## config.mk

```make
export PLATFORM = sky130hd
export DESIGN_NAME = camera_capture_flat
export DESIGN_NICKNAME = d
export VERILOG_FILES = /design/src/rtl/camera_capture_if.sv /design/src/rtl/camera_capture.sv /design/src/flat_wrapper.sv
export SDC_FILE = /design/constraint.sdc
export NUM_CORES = 1
export LEC_CHECK = 0
export BUFFER_PORTS_ARGS = -buffer_cell sky130_fd_sc_hd__buf_4
export CORE_AREA = 5 5 179 181
export CTS_BUF_LIST = sky130_fd_sc_hd__clkbuf_2
export DETAILED_ROUTE_END_ITERATION = 12
export DIE_AREA = 0 0 184 186
export GPL_TIMING_DRIVEN = 0
export SYNTH_ARGS = -nofsm -noshare
export SYNTH_HDL_FRONTEND = slang
export SYNTH_SLANG_ARGS = --single-unit
```

## constraint.sdc

```tcl
create_clock -name pixel_clock -period 5.15 [get_ports pixel_clock]
set_clock_uncertainty 0.15 [all_clocks]
set_input_delay 1.03 -clock pixel_clock [delete_from_list [all_inputs] [get_ports pixel_clock]]
set_output_delay 1.03 -clock pixel_clock [all_outputs]
set_load 0.01 [all_outputs]
```

## src/rtl/camera_capture_if.sv

```systemverilog
// Camera byte stream in, pixel-FIFO write port out.
// The capture block is the master; the camera/FIFO side is the slave.
interface camera_capture_if;
  logic [7:0]  camera_data;
  logic        href;
  logic        vsync;
  logic        fifo_full;
  logic        fifo_wrreq;
  logic [31:0] fifo_data;

  modport master (input camera_data, href, vsync, fifo_full, output fifo_wrreq, fifo_data);
  modport slave  (output camera_data, href, vsync, fifo_full, input fifo_wrreq, fifo_data);
endinterface

```

## src/rtl/camera_capture.sv

```systemverilog
// YUYV camera capture: byte deserialiser, 2-lane YUV->RGB, framed FIFO writes.
// One 4-byte group yields two pixels, written 2 and 3 cycles after the V byte.
module camera_capture #(
  parameter int WIDTH  = 640,
  parameter int HEIGHT = 480
) (
  input  logic             pixel_clock,
  input  logic             reset,
  camera_capture_if.master cam,
  output logic             frame_done,
  output logic             overflow,
  output logic [7:0]       frame_count
);
  localparam logic [1:0] WAIT_VS = 2'd0;
  localparam logic [1:0] ACTIVE  = 2'd1;
  localparam logic [1:0] DROP    = 2'd2;

  localparam int STAGES = 2;
  localparam int CW = $clog2(WIDTH + 3);
  localparam int LW = $clog2(HEIGHT + 2);
  localparam logic [CW-1:0] COL_MAX  = CW'(WIDTH);
  localparam logic [LW-1:0] LINE_MAX = LW'(HEIGHT);
  localparam logic [18:0]   LAST_PIX = 19'(WIDTH * HEIGHT - 1);

  typedef struct packed {
    logic signed [10:0] r;
    logic signed [10:0] g;
    logic signed [10:0] b;
  } sum_t;

  logic [1:0]        state, phase;
  logic              vsync_q, href_q, sop_pending;
  logic [7:0]        y0_r, u_r, y1_r;
  logic [1:0][7:0]   s1_y;
  logic [7:0]        s1_u, s1_v;
  logic [1:0]        s1_keep, s2_keep;
  logic [STAGES:0]   vld_pipe;
  sum_t [1:0]        sum_c, sum_q;
  logic [CW-1:0]     col;
  logic [LW-1:0]     line;
  logic [18:0]       pix_cnt;

  logic signed [10:0] up, vp;
  assign up = $signed({3'b000, s1_u}) - 11'sd128;
  assign vp = $signed({3'b000, s1_v}) - 11'sd128;

  // Both pixels of a group share U/V; each lane has its own luma.
  for (genvar l = 0; l < 2; l++) begin : g_lane
    logic signed [10:0] yp;
    assign yp         = $signed({3'b000, s1_y[l]}) - 11'sd16;
    assign sum_c[l].r = yp + vp + (vp >>> 2);
    assign sum_c[l].g = yp - (up >>> 2) - (vp >>> 1);
    assign sum_c[l].b = yp + up + (up >>> 1);
  end

  function automatic logic [7:0] clamp8(input logic signed [10:0] v);
    if (v[10])            return 8'd0;
    else if (v > 11'sd255) return 8'hFF;
    else                  return v[7:0];
  endfunction

  logic       p0_ok, p1_ok, wr_due, eop;
  sum_t       pix_sel;
  assign p0_ok   = (col < COL_MAX) && (line < LINE_MAX);
  assign p1_ok   = ((col + CW'(1)) < COL_MAX) && (line < LINE_MAX);
  assign pix_sel = vld_pipe[1] ? sum_q[0] : sum_q[1];
  assign wr_due  = (state == ACTIVE) &&
                   ((vld_pipe[1] && s2_keep[0]) || (vld_pipe[2] && s2_keep[1]));
  assign eop     = (pix_cnt == LAST_PIX);

  always_ff @(posedge pixel_clock) begin
    if (reset) begin
      state          <= WAIT_VS;
      phase          <= 2'd0;
      vsync_q        <= 1'b0;
      href_q         <= 1'b0;
      sop_pending    <= 1'b0;
      y0_r           <= '0;
      u_r            <= '0;
      y1_r           <= '0;
      s1_y           <= '0;
      s1_u           <= '0;
      s1_v           <= '0;
      s1_keep        <= '0;
      s2_keep        <= '0;
      vld_pipe       <= '0;
      sum_q          <= '0;
      col            <= '0;
      line           <= '0;
      pix_cnt        <= '0;
      cam.fifo_wrreq <= 1'b0;
      cam.fifo_data  <= '0;
      frame_done     <= 1'b0;
      overflow       <= 1'b0;
      frame_count    <= '0;
    end else begin
      cam.fifo_wrreq <= 1'b0;
      frame_done     <= 1'b0;
      vsync_q        <= cam.vsync;
      href_q         <= cam.href;
      vld_pipe       <= {vld_pipe[STAGES-1:0], 1'b0};
      if (vld_pipe[0]) begin
        sum_q   <= sum_c;
        s2_keep <= s1_keep;
      end

      if (cam.vsync) begin
        // Frame (re)start, also aborts anything still in the pipeline.
        state       <= WAIT_VS;
        phase       <= 2'd0;
        col         <= '0;
        line        <= '0;
        pix_cnt     <= '0;
        overflow    <= 1'b0;
        sop_pending <= 1'b1;
        vld_pipe    <= '0;
      end else begin
        case (state)
          ACTIVE: begin
            if (!cam.href) begin
              phase <= 2'd0;
              if (href_q && col != '0) begin
                col <= '0;
                if (line < LINE_MAX) line <= line + LW'(1);
              end
            end else begin
              phase <= phase + 2'd1;
              case (phase)
                2'd0:    y0_r <= cam.camera_data;
                2'd1:    u_r  <= cam.camera_data;
                2'd2:    y1_r <= cam.camera_data;
                default: begin
                  s1_y        <= {y1_r, y0_r};
                  s1_u        <= u_r;
                  s1_v        <= cam.camera_data;
                  s1_keep     <= {p1_ok, p0_ok};
                  vld_pipe[0] <= 1'b1;
                  if (col < COL_MAX) col <= col + CW'(2);
                end
              endcase
            end

            if (wr_due) begin
              if (cam.fifo_full) begin
                overflow <= 1'b1;
                state    <= DROP;
                vld_pipe <= '0;
              end else begin
                cam.fifo_wrreq <= 1'b1;
                cam.fifo_data  <= {6'b0, eop, sop_pending,
                                   clamp8(pix_sel.r), clamp8(pix_sel.g), clamp8(pix_sel.b)};
                sop_pending    <= 1'b0;
                pix_cnt        <= pix_cnt + 19'd1;
                if (eop) begin
                  frame_done  <= 1'b1;
                  frame_count <= frame_count + 8'd1;
                  state       <= WAIT_VS;
                  vld_pipe    <= '0;
                end
              end
            end
          end
          WAIT_VS: begin
            phase    <= 2'd0;
            vld_pipe <= '0;
            if (vsync_q) state <= ACTIVE;
          end
          default: begin
            phase    <= 2'd0;
            vld_pipe <= '0;
          end
        endcase
      end
    end
  end
endmodule

```

## src/flat_wrapper.sv

```systemverilog
// flat-port wrapper written by rule: the top's interface ports become plain ports
module camera_capture_flat 
#(
  parameter int WIDTH  = 640,
  parameter int HEIGHT = 480
)
  (pixel_clock, reset, frame_done, overflow, frame_count, cam_camera_data, cam_href, cam_vsync, cam_fifo_full, cam_fifo_wrreq, cam_fifo_data);
  camera_capture_if cam_i ();
  input  logic pixel_clock;
  input  logic reset;
  output logic frame_done;
  output logic overflow;
  output logic [7:0] frame_count;
  input wire logic [$bits(cam_i.camera_data)-1:0] cam_camera_data;
  input wire logic [$bits(cam_i.href)-1:0] cam_href;
  input wire logic [$bits(cam_i.vsync)-1:0] cam_vsync;
  input wire logic [$bits(cam_i.fifo_full)-1:0] cam_fifo_full;
  output wire logic [$bits(cam_i.fifo_wrreq)-1:0] cam_fifo_wrreq;
  output wire logic [$bits(cam_i.fifo_data)-1:0] cam_fifo_data;
  assign cam_i.camera_data = cam_camera_data;
  assign cam_i.href = cam_href;
  assign cam_i.vsync = cam_vsync;
  assign cam_i.fifo_full = cam_fifo_full;
  assign cam_fifo_wrreq = cam_i.fifo_wrreq;
  assign cam_fifo_data = cam_i.fifo_data;
  camera_capture #(.WIDTH(WIDTH), .HEIGHT(HEIGHT)) u_core (.pixel_clock(pixel_clock), .reset(reset), .cam(cam_i), .frame_done(frame_done), .overflow(overflow), .frame_count(frame_count));
endmodule
```

==> results of run 1 <==
==> power breakdown <==
group	internal [uW]	leakage [uW]	total (uW)	switching, uW
Clock	402	0.000354	1120	714
Combinational	17.4	0.00312	73.9	56.5
Sequential	1620	0.00169	1630	1.32
Total	2040	0.00517	2820	772
==> placed cells by master (no fill, tap or decap), types with 15 or more instances in the layout <==
master and n:
sky130_fd_sc_hd__and3_1 15, sky130_fd_sc_hd__xor2_1 32, sky130_fd_sc_hd__nor3_1 24, sky130_fd_sc_hd__ha_1 69, sky130_fd_sc_hd__nand2b_1 20, sky130_fd_sc_hd__nor2_1 110, sky130_fd_sc_hd__mux2i_1 42, sky130_fd_sc_hd__clkbuf_2 74
sky130_fd_sc_hd__dfxtp_1 210, sky130_fd_sc_hd__clkinv_1 19, sky130_fd_sc_hd__nand3_1 48, sky130_fd_sc_hd__nand4_1 18, sky130_fd_sc_hd__buf_4 55, sky130_fd_sc_hd__fa_1 50, sky130_fd_sc_hd__xnor2_1 28, sky130_fd_sc_hd__clkbuf_1 46
sky130_fd_sc_hd__inv_1 90, sky130_fd_sc_hd__a22o_1 16, sky130_fd_sc_hd__a21oi_1 110, sky130_fd_sc_hd__nand2_1 158, sky130_fd_sc_hd__o21ai_0 35, sky130_fd_sc_hd__a211oi_1 16
==> layout make-up <==
class	instances	area share, %
diodes	1	0.0188
multi-input cells	992	53.6
plain buffers	66	2.09
well taps	396	3.73
flip-flops and latches	210	31.6
inverters	90	2.54
clock inverters	24	0.800
clock buffers	74	2.79
repair buffers	49	2.77
==> cells by family after synthesis <==
group | synth area share [%]
mux | 4.28
xor+xnor | 4.41
simple gates | 19.9
other cells | 0.0314
buf+inv | 5.16
flops | 35.2
compound gates | 15.4
fa+ha+maj | 15.6
==> worst register-to-register path: cells and delay by family, from the launching register on <==
kind	cells	cell delay, ns
compound gates	4	0.83
xor+xnor	1	0.46
fa+ha+maj	3	1.10
buf+inv	1	0.09
flops	1	0.57
simple gates	1	0.31
==> registers in the layout, indices dropped and copies added, names as in the netlist, 9 cells and up <==
| register | count |
|---|---|
| u_core.s1_y | 16 |
| u_core.line | 9 |
| u_core.cam.fifo_data | 26 |
| u_core.pix_cnt | 19 |
| u_core.sum_q | 66 |
| u_core.col | 9 |
==> Yosys cell counts, types with 24 or more instances <==
cell	count	share of area, %
sky130_fd_sc_hd__nand2_1	158	5.0
sky130_fd_sc_hd__nand3_1	48	2.0
sky130_fd_sc_hd__inv_1	90	2.8
sky130_fd_sc_hd__mux2i_1	42	3.5
sky130_fd_sc_hd__dfxtp_1	210	35
sky130_fd_sc_hd__o21ai_0	35	1.5
sky130_fd_sc_hd__clkbuf_1	46	1.4
sky130_fd_sc_hd__nor2_1	110	3.5
sky130_fd_sc_hd__fa_1	50	8.4
sky130_fd_sc_hd__xnor2_1	28	2.1
sky130_fd_sc_hd__a21oi_1	110	4.6
sky130_fd_sc_hd__xor2_1	32	2.3
sky130_fd_sc_hd__ha_1	69	7.2
sky130_fd_sc_hd__nor3_1	24	1.0
==> per-layer routing <==
| metal | GRT usage, % | wire length (um) |
|---|---|---|
| met4 | 6.80 | 973 |
| met5 | 0 | 0 |
| met1 | 27.5 | 16200 |
| met2 | 31.1 | 14800 |
| met3 | 4.42 | 2110 |
==> worst paths after layout <==
kind	endpoint	from	cells past startpoint	slack, ns
setup / recovery	u_core.sum_q[10]	u_core.s1_y[4]	10	1.62
hold / removal	u_core.href_q	cam_href	2	0.29
setup reg to reg	u_core.sum_q[10]	u_core.s1_y[4]	10	1.62
hold reg to reg	u_core.s1_u[7]	u_core.u_r[7]	2	0.30
==> through the flow <==
step | setup slack [ns] | utilization, % | instance area [um^2] | cells | power, uW
6_report | 1.62 | 43.9 | 13300 | 1902 | 2820
5_1_grt | 1.43 | 43.9 | 13300 | 1902 | 2950
4_1_cts | 1.66 | 43.9 | 13300 | 1901 | 2860
3_5_place_dp | 1.25 | 42.3 | 12800 | 1803 | 1740
3_3_place_gp | 1.27 | 42.3 | 12800 | 1803 | 1740
2_1_floorplan | 2.13 | - | 11900 | 1358 | 1700
==> summary.json, run 1 <==
{
  "sta": {
    "setup-tns-final_ns": 0,
    "final.hold.worst_slack_ns": 0.290,
    "setup_repair_after_global_routing_missed_its_margin": "no",
    "final_min_period_over_clock_period_pct": 68.6,
    "setup_violations": 0,
    "max-slew-margin-rel_pct": 32.8,
    "timing.final.max_slew_violations": 0,
    "hold_viol_final": 0,
    "worstMarginPinSlew_ns": 1.01,
    "fin_crit_ns": 3.53,
    "maxClockFrequency_ghz": 0.283
  },
  "floorplanning": {
    "floorplan.die_area_mm2": 0.0342,
    "row_count": 64,
    "total_core_area_mm2": 0.0303,
    "initial_utilization_pct": 39.4,
    "die_x_um": 184,
    "io_pins": 56,
    "floorplan.die.height_um": 186
  },
  "setup_path": {
    "worstPathCellList": "inv_1 -> ha_1 -> xor2_1 -> fa_1 -> ha_1 -> or2_2 -> o31a_1 -> a311oi_1 -> o21ai_0 -> a32o_1",
    "endpoint_kind": "flop",
    "critical_path_buf_inv_count": 1,
    "crit_arrival_ns": 4.13,
    "worst-setup-path-type": "flop to flop",
    "cp.required_ns": 5.75,
    "worst_path_max_delay_cell": "sky130_fd_sc_hd__dfxtp_1",
    "cp_common_cell": "sky130_fd_sc_hd__ha_1",
    "worst_path_dominant_cell_family": "adder cells",
    "worst_path_largest_cell_delay_ns": 0.57,
    "worstSetupStartpointType": "flop",
    "critical_path.max_fanout": 6
  },
  "clock_tree": {
    "cts_tree": "done",
    "clockRootBuffer": "sky130_fd_sc_hd__clkbuf_2",
    "clk_latency_ns": 0.88,
    "clock_path_buffers": 3,
    "post_cts_resize_count": 0,
    "cts_setup_buffers": 0,
    "path_clk_slew_ns": 0.09,
    "cts_made_buffers": 56,
    "cts_htree_levels": 2,
    "cts.hold.buffers_added": 0,
    "clkSinkCount": 210
  },
  "placed_design": {
    "gp_routability_congestion": 0.919,
    "place.port_buffers": 49,
    "place_hpwl_um": 26400
  },
  "global_route": {
    "grt_pass1_vias": 9941,
    "antenna_found_initial": 1,
    "gr-total-overflow": 0,
    "grt_start_max_net_pins": 18,
    "groute.usage.overall_pct": 19.9,
    "first_pass_grt_wire_length_um": 54100
  },
  "final_layout": {
    "drive_above_1_share_pct": 11.3,
    "n_fill_cell": 3074,
    "fin_nets": 1597,
    "layout.area.seq_mm2": 0.00420,
    "synthToLayoutAreaGrowth_pct": 11.4,
    "multi_input_area_mm2": 0.00713
  },
  "drt": {
    "dr_total_vias": 10100,
    "drt_pre_antenna_iters": 5,
    "detailed_route_wl_um": 34100,
    "ant_nets": 0,
    "detail_route.vias_per_cell": 5.31,
    "drt_drc_violations_left": 0,
    "detail_route.iter0.violations": 732,
    "wl_per_cell_um": 17.9
  },
  "synth": {
    "synth_cells": 1353,
    "syn-cell-area_mm2": 0.0119,
    "ys_async_sr_fraction_pct": 0,
    "yosysUniqueCellTypes": 78,
    "mean_area_per_synthesized_cell_um2": 8.81,
    "ys_ff_latch": 210,
    "dominantRegCellSynth": "sky130_fd_sc_hd__dfxtp_1",
    "synth-edff-count": 0,
    "yosys_warnings": 0,
    "synth_seq_area_share_pct": 35.2
  },
  "run_status": {
    "outcome": "finished clean"
  },
  "power": {
    "power-per-cell-area_mw_per_mm2": 212,
    "vdd_drop_max_mv": 0.134,
    "total_leakage_power_uw": 0.00517
  },
  "run": {
    "maxCapViolCount": 0
  },
  "worst_hold_path": {
    "worst_hold_path_type": "input pin to flop"
  }
}
Note: power is estimated with default switching activity, not from simulation.
==> inputs of run 2 (changes only) <==
--- a/config.mk
+++ b/config.mk
@@ -5,11 +5,12 @@
 export SDC_FILE = /design/constraint.sdc
 export NUM_CORES = 1
 export LEC_CHECK = 0
+export ABC_AREA = 1
 export BUFFER_PORTS_ARGS = -buffer_cell sky130_fd_sc_hd__buf_4
-export CORE_AREA = 5 5 179 181
+export CORE_AREA = 5 5 185 187
 export CTS_BUF_LIST = sky130_fd_sc_hd__clkbuf_2
 export DETAILED_ROUTE_END_ITERATION = 12
-export DIE_AREA = 0 0 184 186
+export DIE_AREA = 0 0 190 192
 export GPL_TIMING_DRIVEN = 0
 export SYNTH_ARGS = -nofsm -noshare
 export SYNTH_HDL_FRONTEND = slang
==> constraint.sdc (replaced) <==
create_clock -name pixel_clock -period 3.4 [get_ports pixel_clock]
set_clock_uncertainty 0.15 [all_clocks]
set_input_delay 0.68 -clock pixel_clock [delete_from_list [all_inputs] [get_ports pixel_clock]]
set_output_delay 0.68 -clock pixel_clock [all_outputs]
set_load 0.01 [all_outputs]
==> summary.json, run 2 <==
{
  "synth": {
    "synthMostInstantiatedCell": {"value": "sky130_fd_sc_hd__nand2_1", "change": "was sky130_fd_sc_hd__dfxtp_1"},
    "syn-cell-area": {"value": 0.0128, "unit": "mm^2", "change": "was 0.0119 mm^2"},
    "mean_area_per_synthesized_cell": {"value": 7.09, "unit": "um^2", "change": "was 8.81 um^2"},
    "synth_seq_area_share": {"value": 32.8, "unit": "%", "change": "was 35.2%"},
    "yosysUniqueCellTypes": {"value": 46, "change": "was 78"},
    "yosys_warnings": {"value": 0, "change": "unchanged"},
    "synth_cells": {"value": 1807, "change": "was 1353"},
    "synth_area_leaders": {"value": "sky130_fd_sc_hd__dfxtp_1 (33%), sky130_fd_sc_hd__nand2_1 (9.6%), sky130_fd_sc_hd__inv_1 (8.2%), sky130_fd_sc_hd__fa_1 (7.8%), sky130_fd_sc_hd__ha_1 (6.7%)", "change": "was sky130_fd_sc_hd__dfxtp_1 (35%), sky130_fd_sc_hd__fa_1 (8.4%), sky130_fd_sc_hd__ha_1 (7.2%), sky130_fd_sc_hd__nand2_1 (5.0%), sky130_fd_sc_hd__a21oi_1 (4.6%)"},
    "synth-edff-count": {"value": 0, "change": "unchanged"},
    "ys_top_cells_by_count": {"value": "sky130_fd_sc_hd__nand2_1 (326), sky130_fd_sc_hd__inv_1 (280), sky130_fd_sc_hd__nor2_1 (223)", "change": "was sky130_fd_sc_hd__dfxtp_1 (210), sky130_fd_sc_hd__nand2_1 (158), sky130_fd_sc_hd__a21oi_1 (110), sky130_fd_sc_hd__nor2_1 (110), sky130_fd_sc_hd__inv_1 (90)"},
    "ys_async_sr_fraction": {"value": 0, "unit": "%", "change": "unchanged"},
    "synth_top_cell_by_area": {"value": "sky130_fd_sc_hd__dfxtp_1", "change": "unchanged"},
    "netlist.area_leader.share": {"value": 32.8, "unit": "%", "change": "was 35.2%"},
    "ys_ff_latch": {"value": 210, "change": "unchanged"},
    "dominantRegCellSynth": {"value": "sky130_fd_sc_hd__dfxtp_1", "change": "unchanged"}
  },
  "drt": {
    "met2RoutedLength": {"value": 15800, "unit": "um", "change": "was 14800 um"},
    "detailed_route_wl": {"value": 36400, "unit": "um", "change": "was 34100 um"},
    "ant_nets": {"value": 0, "change": "unchanged"},
    "detail_route.vias_per_cell": {"value": 4.88, "change": "was 5.31"},
    "dr_total_vias": {"value": 11800, "change": "was 10.1k"},
    "dr.max_layer_used": {"value": "met4", "change": "unchanged"},
    "wl_per_cell": {"value": 15.1, "unit": "um", "change": "was 17.9 um"},
    "detail_route.iter0.violations": {"value": 779, "change": "was 732"},
    "drt_pre_antenna_iters": {"value": 6, "change": "was 5"},
    "drt_drc_violations_left": {"value": 0, "change": "unchanged"},
    "drt-met1-wl": {"value": 17400, "unit": "um", "change": "was 16200 um"},
    "wl_met3": {"value": 2350, "unit": "um", "change": "was 2110 um"}
  },
  "final_layout": {
    "drive_above_1_share": {"value": 9.46, "unit": "%", "change": "was 11.3%"},
    "reg_top3": {"value": "u_core.sum_q: 66 flops, u_core.cam.fifo_data: 26 flops, u_core.pix_cnt: 19 flops", "change": "unchanged"},
    "register_with_the_highest_flop_count": {"value": "u_core.sum_q", "change": "unchanged"},
    "most_frequent_standard_cell_in_the_layout_excluding_fill_and_tap_cells": {"value": "sky130_fd_sc_hd__nand2_1", "change": "was sky130_fd_sc_hd__dfxtp_1"},
    "final_cells": {"value": 2409, "change": "was 1902"},
    "synthToLayoutAreaGrowth": {"value": 11.9, "unit": "%", "change": "was 11.4%"},
    "most_used_cells_in_the_layout_excluding_fill_and_tap_cells": {"value": "sky130_fd_sc_hd__nand2_1 (326), sky130_fd_sc_hd__inv_1 (279), sky130_fd_sc_hd__nor2_1 (222), sky130_fd_sc_hd__dfxtp_1 (210), sky130_fd_sc_hd__o21ai_0 (168)", "change": "was sky130_fd_sc_hd__dfxtp_1 (210), sky130_fd_sc_hd__nand2_1 (158), sky130_fd_sc_hd__nor2_1 (110), sky130_fd_sc_hd__a21oi_1 (110), sky130_fd_sc_hd__inv_1 (90)"},
    "largest_register_ffs": {"value": 66, "change": "unchanged"},
    "fin_nets": {"value": 2057, "change": "was 1597"},
    "n_fill_cell": {"value": 3372, "change": "was 3074"}
  },
  "worst_hold_path": {
    "hold_path_startpoint": {"value": "cam_camera_data[5]", "change": "was cam_href"},
    "worst_hold_path_type": {"value": "input pin to flop", "change": "unchanged"},
    "hold_path_depth": {"value": 3, "change": "was 2"}
  },
  "clock_tree": {
    "cts_tree": {"value": "done", "change": "unchanged"},
    "clkSinkCount": {"value": 210, "change": "unchanged"},
    "cts_htree_levels": {"value": 2, "change": "unchanged"},
    "clk_latency": {"value": 0.82, "unit": "ns", "change": "was 0.88 ns"},
    "cts_made_buffers": {"value": 56, "change": "unchanged"},
    "path_clk_slew": {"value": 0.10, "unit": "ns", "change": "was 0.09 ns"},
    "clockRootBuffer": {"value": "sky130_fd_sc_hd__clkbuf_2", "change": "unchanged"},
    "clock_path_buffers": {"value": 3, "change": "unchanged"}
  },
  "sta": {
    "timing.final.max_slew_violations": {"value": 0, "change": "unchanged"},
    "worstMarginPinSlew": {"value": 0.833, "unit": "ns", "change": "was 1.01 ns"},
    "setup_repair_after_global_routing_missed_its_margin": {"value": "no", "change": "unchanged"},
    "max-slew-margin-rel": {"value": 44.5, "unit": "%", "change": "was 32.8%"},
    "final_min_period_over_clock_period": {"value": 93.6, "unit": "%", "change": "was 68.6%"},
    "hold_viol_final": {"value": 0, "change": "unchanged"},
    "setup-tns-final": {"value": 0, "unit": "ns", "change": "unchanged"},
    "maxClockFrequency": {"value": 0.314, "unit": "GHz", "change": "was 0.283 GHz"},
    "setup_violations": {"value": 0, "change": "unchanged"},
    "fin_crit": {"value": 3.18, "unit": "ns", "change": "was 3.53 ns"}
  },
  "floorplanning": {
    "floorplan.die_area": {"value": 0.0365, "unit": "mm^2", "change": "was 0.0342 mm^2"},
    "die_x": {"value": 190, "unit": "um", "change": "was 184 um"},
    "io_pins": {"value": 56, "change": "unchanged"},
    "total_core_area": {"value": 0.0323, "unit": "mm^2", "change": "was 0.0303 mm^2"},
    "floorplan.die.height": {"value": 192, "unit": "um", "change": "was 186 um"},
    "initial_utilization": {"value": 39.7, "unit": "%", "change": "was 39.4%"},
    "row_count": {"value": 66, "change": "was 64"}
  },
  "setup_path": {
    "crit_arrival": {"value": 3.74, "unit": "ns", "change": "was 4.13 ns"},
    "endpoint_kind": {"value": "flop", "change": "unchanged"},
    "worstRegToRegCells": {"value": 14, "change": "was 10"},
    "worst-setup-path-type": {"value": "flop to flop", "change": "unchanged"},
    "worstSetupStartpointType": {"value": "flop", "change": "unchanged"},
    "critical_path.max_fanout": {"value": 4, "change": "was 6"},
    "timing.critical_path.from": {"value": "u_core.s1_y[12]", "change": "was u_core.s1_y[4]"},
    "reg2reg_from": {"value": "u_core.s1_y[12]", "change": "was u_core.s1_y[4]"},
    "cp.required": {"value": 3.96, "unit": "ns", "change": "was 5.75 ns"}
  },
  "run_status": {
    "outcome": {"value": "finished clean", "change": "unchanged"}
  },
  "run": {
    "maxCapViolCount": {"value": 0, "change": "unchanged"}
  },
  "global_route": {
    "antenna_found_initial": {"value": 1, "change": "unchanged"},
    "groute.usage.overall": {"value": 19.9, "unit": "%", "change": "about the same"},
    "grt_start_max_net_pins": {"value": 16, "change": "was 18"},
    "grt_pass1_vias": {"value": 11100, "change": "was 9941"},
    "gr-total-overflow": {"value": 0, "change": "unchanged"},
    "first_pass_grt_wire_length": {"value": 58400, "unit": "um", "change": "was 54100 um"}
  },
  "placed_design": {
    "place.port_buffers": {"value": 47, "change": "was 49"},
    "dp_cells": {"value": 2301, "change": "was 1803"},
    "gp_routability_congestion": {"value": 0.909, "change": "was 0.919"},
    "place_hpwl": {"value": 28800, "unit": "um", "change": "was 26400 um"}
  },
  "power": {
    "vdd_drop_max": {"value": 0.176, "unit": "mV", "change": "was 0.134 mV"},
    "p_total": {"value": 4380, "unit": "uW", "change": "was 2820 uW"},
    "total_leakage_power": {"value": 0.00668, "unit": "uW", "change": "was 0.00517 uW"},
    "power-per-cell-area": {"value": 305, "unit": "mW/mm^2", "change": "was 212 mW/mm^2"}
  }
}
run 2: cell types whose count changed after synthesis, moves of 40 or more:
cell,previous run,this run
sky130_fd_sc_hd__nand3_1,48,109
sky130_fd_sc_hd__nand2_1,158,326
sky130_fd_sc_hd__a21oi_1,110,151
sky130_fd_sc_hd__inv_1,90,280
sky130_fd_sc_hd__nor2_1,110,223
sky130_fd_sc_hd__mux2i_1,42,2
sky130_fd_sc_hd__o21ai_0,35,169
run 2: path summary, 6_finish.rpt:
check / endpoint / slack, ns
setup reg to reg: u_core.sum_q[65] / 0.22
setup / recovery: u_core.sum_q[65] / 0.22
hold reg to reg: u_core.s1_y[3] / 0.29
hold / removal: u_core.u_r[5] / 0.05
run 2: logic make-up after synthesis:
group	share of synthesized area [%]
DFF	32.8
buffers and inverters	10.6
xor gates and xnor gates	3.21
and+or+nand+nor	23.9
muxes	0.156
adders and majority gates	14.6
AOI/OAI and AO/OA	14.8
other	0.0293
run 2: routing by layer:
metal,vias up,track usage [%]
li1,6031,-
met1,5381,28.2
met2,292,31.6
met3,58,3.04
met4,0,5.73
met5,-,0
run 2: stage by stage:
stage	hold slack (ns)	util, %	area (um^2)	worst slack (ns)
floorplan	0.290	-	12800	0.729
global route	0.0128	44.4	14300	0.00318
detailed placement	0.296	42.5	13700	0.0741
global placement	0.293	42.5	13700	0.0811
CTS	0.00933	44.3	14300	0.119
finish	0.0547	44.4	14300	0.218
run 2: final cells by class:
class | count | area, um^2 | share of cell area [%]
buffer | 60 | 273 | 1.90
inverter | 289 | 1090 | 7.59
clock inverter | 16 | 95.1 | 0.663
antenna | 1 | 2.50 | 0.0174
timing repair buffer | 55 | 430 | 3.00
multi-input combinational | 1253 | 7280 | 50.8
tap | 442 | 553 | 3.86
clock buffer | 83 | 415 | 2.90
sequential | 210 | 4200 | 29.3
run 2: worst max-delay path, cell delays in order, from the launching register on:
cell and delay [ns]:
sky130_fd_sc_hd__dfxtp_1 0.45, sky130_fd_sc_hd__inv_1 0.15, sky130_fd_sc_hd__ha_1 0.26, sky130_fd_sc_hd__xnor2_1 0.26, sky130_fd_sc_hd__inv_1 0.17, sky130_fd_sc_hd__fa_1 0.41, sky130_fd_sc_hd__ha_1 0.36, sky130_fd_sc_hd__inv_1 0.14
sky130_fd_sc_hd__o21ai_1 0.09, sky130_fd_sc_hd__o21ai_0 0.23, sky130_fd_sc_hd__nand3_1 0.11, sky130_fd_sc_hd__nand2_1 0.08, sky130_fd_sc_hd__nand3_1 0.12, sky130_fd_sc_hd__nand2_1 0.11, sky130_fd_sc_hd__inv_1 0.04
run 2: where the power goes:
| part | internal, uW | switching (uW) | total [uW] |
|---|---|---|---|
| logic | 37.3 | 97.3 | 135 |
| registers | 2460 | 2.02 | 2460 |
| clock network | 729 | 1050 | 1780 |
run 2: timing repair:
| action | 4_1_cts | 5_1_grt |
|---|---|---|
| buffers inserted | 0 | 1 |
| hold endpoints to repair | 11 | 0 |
| setup endpoints to repair | 0 | 11 |
| hold buffers | 7 | 0 |
| gates resized for setup | 0 | 5 |
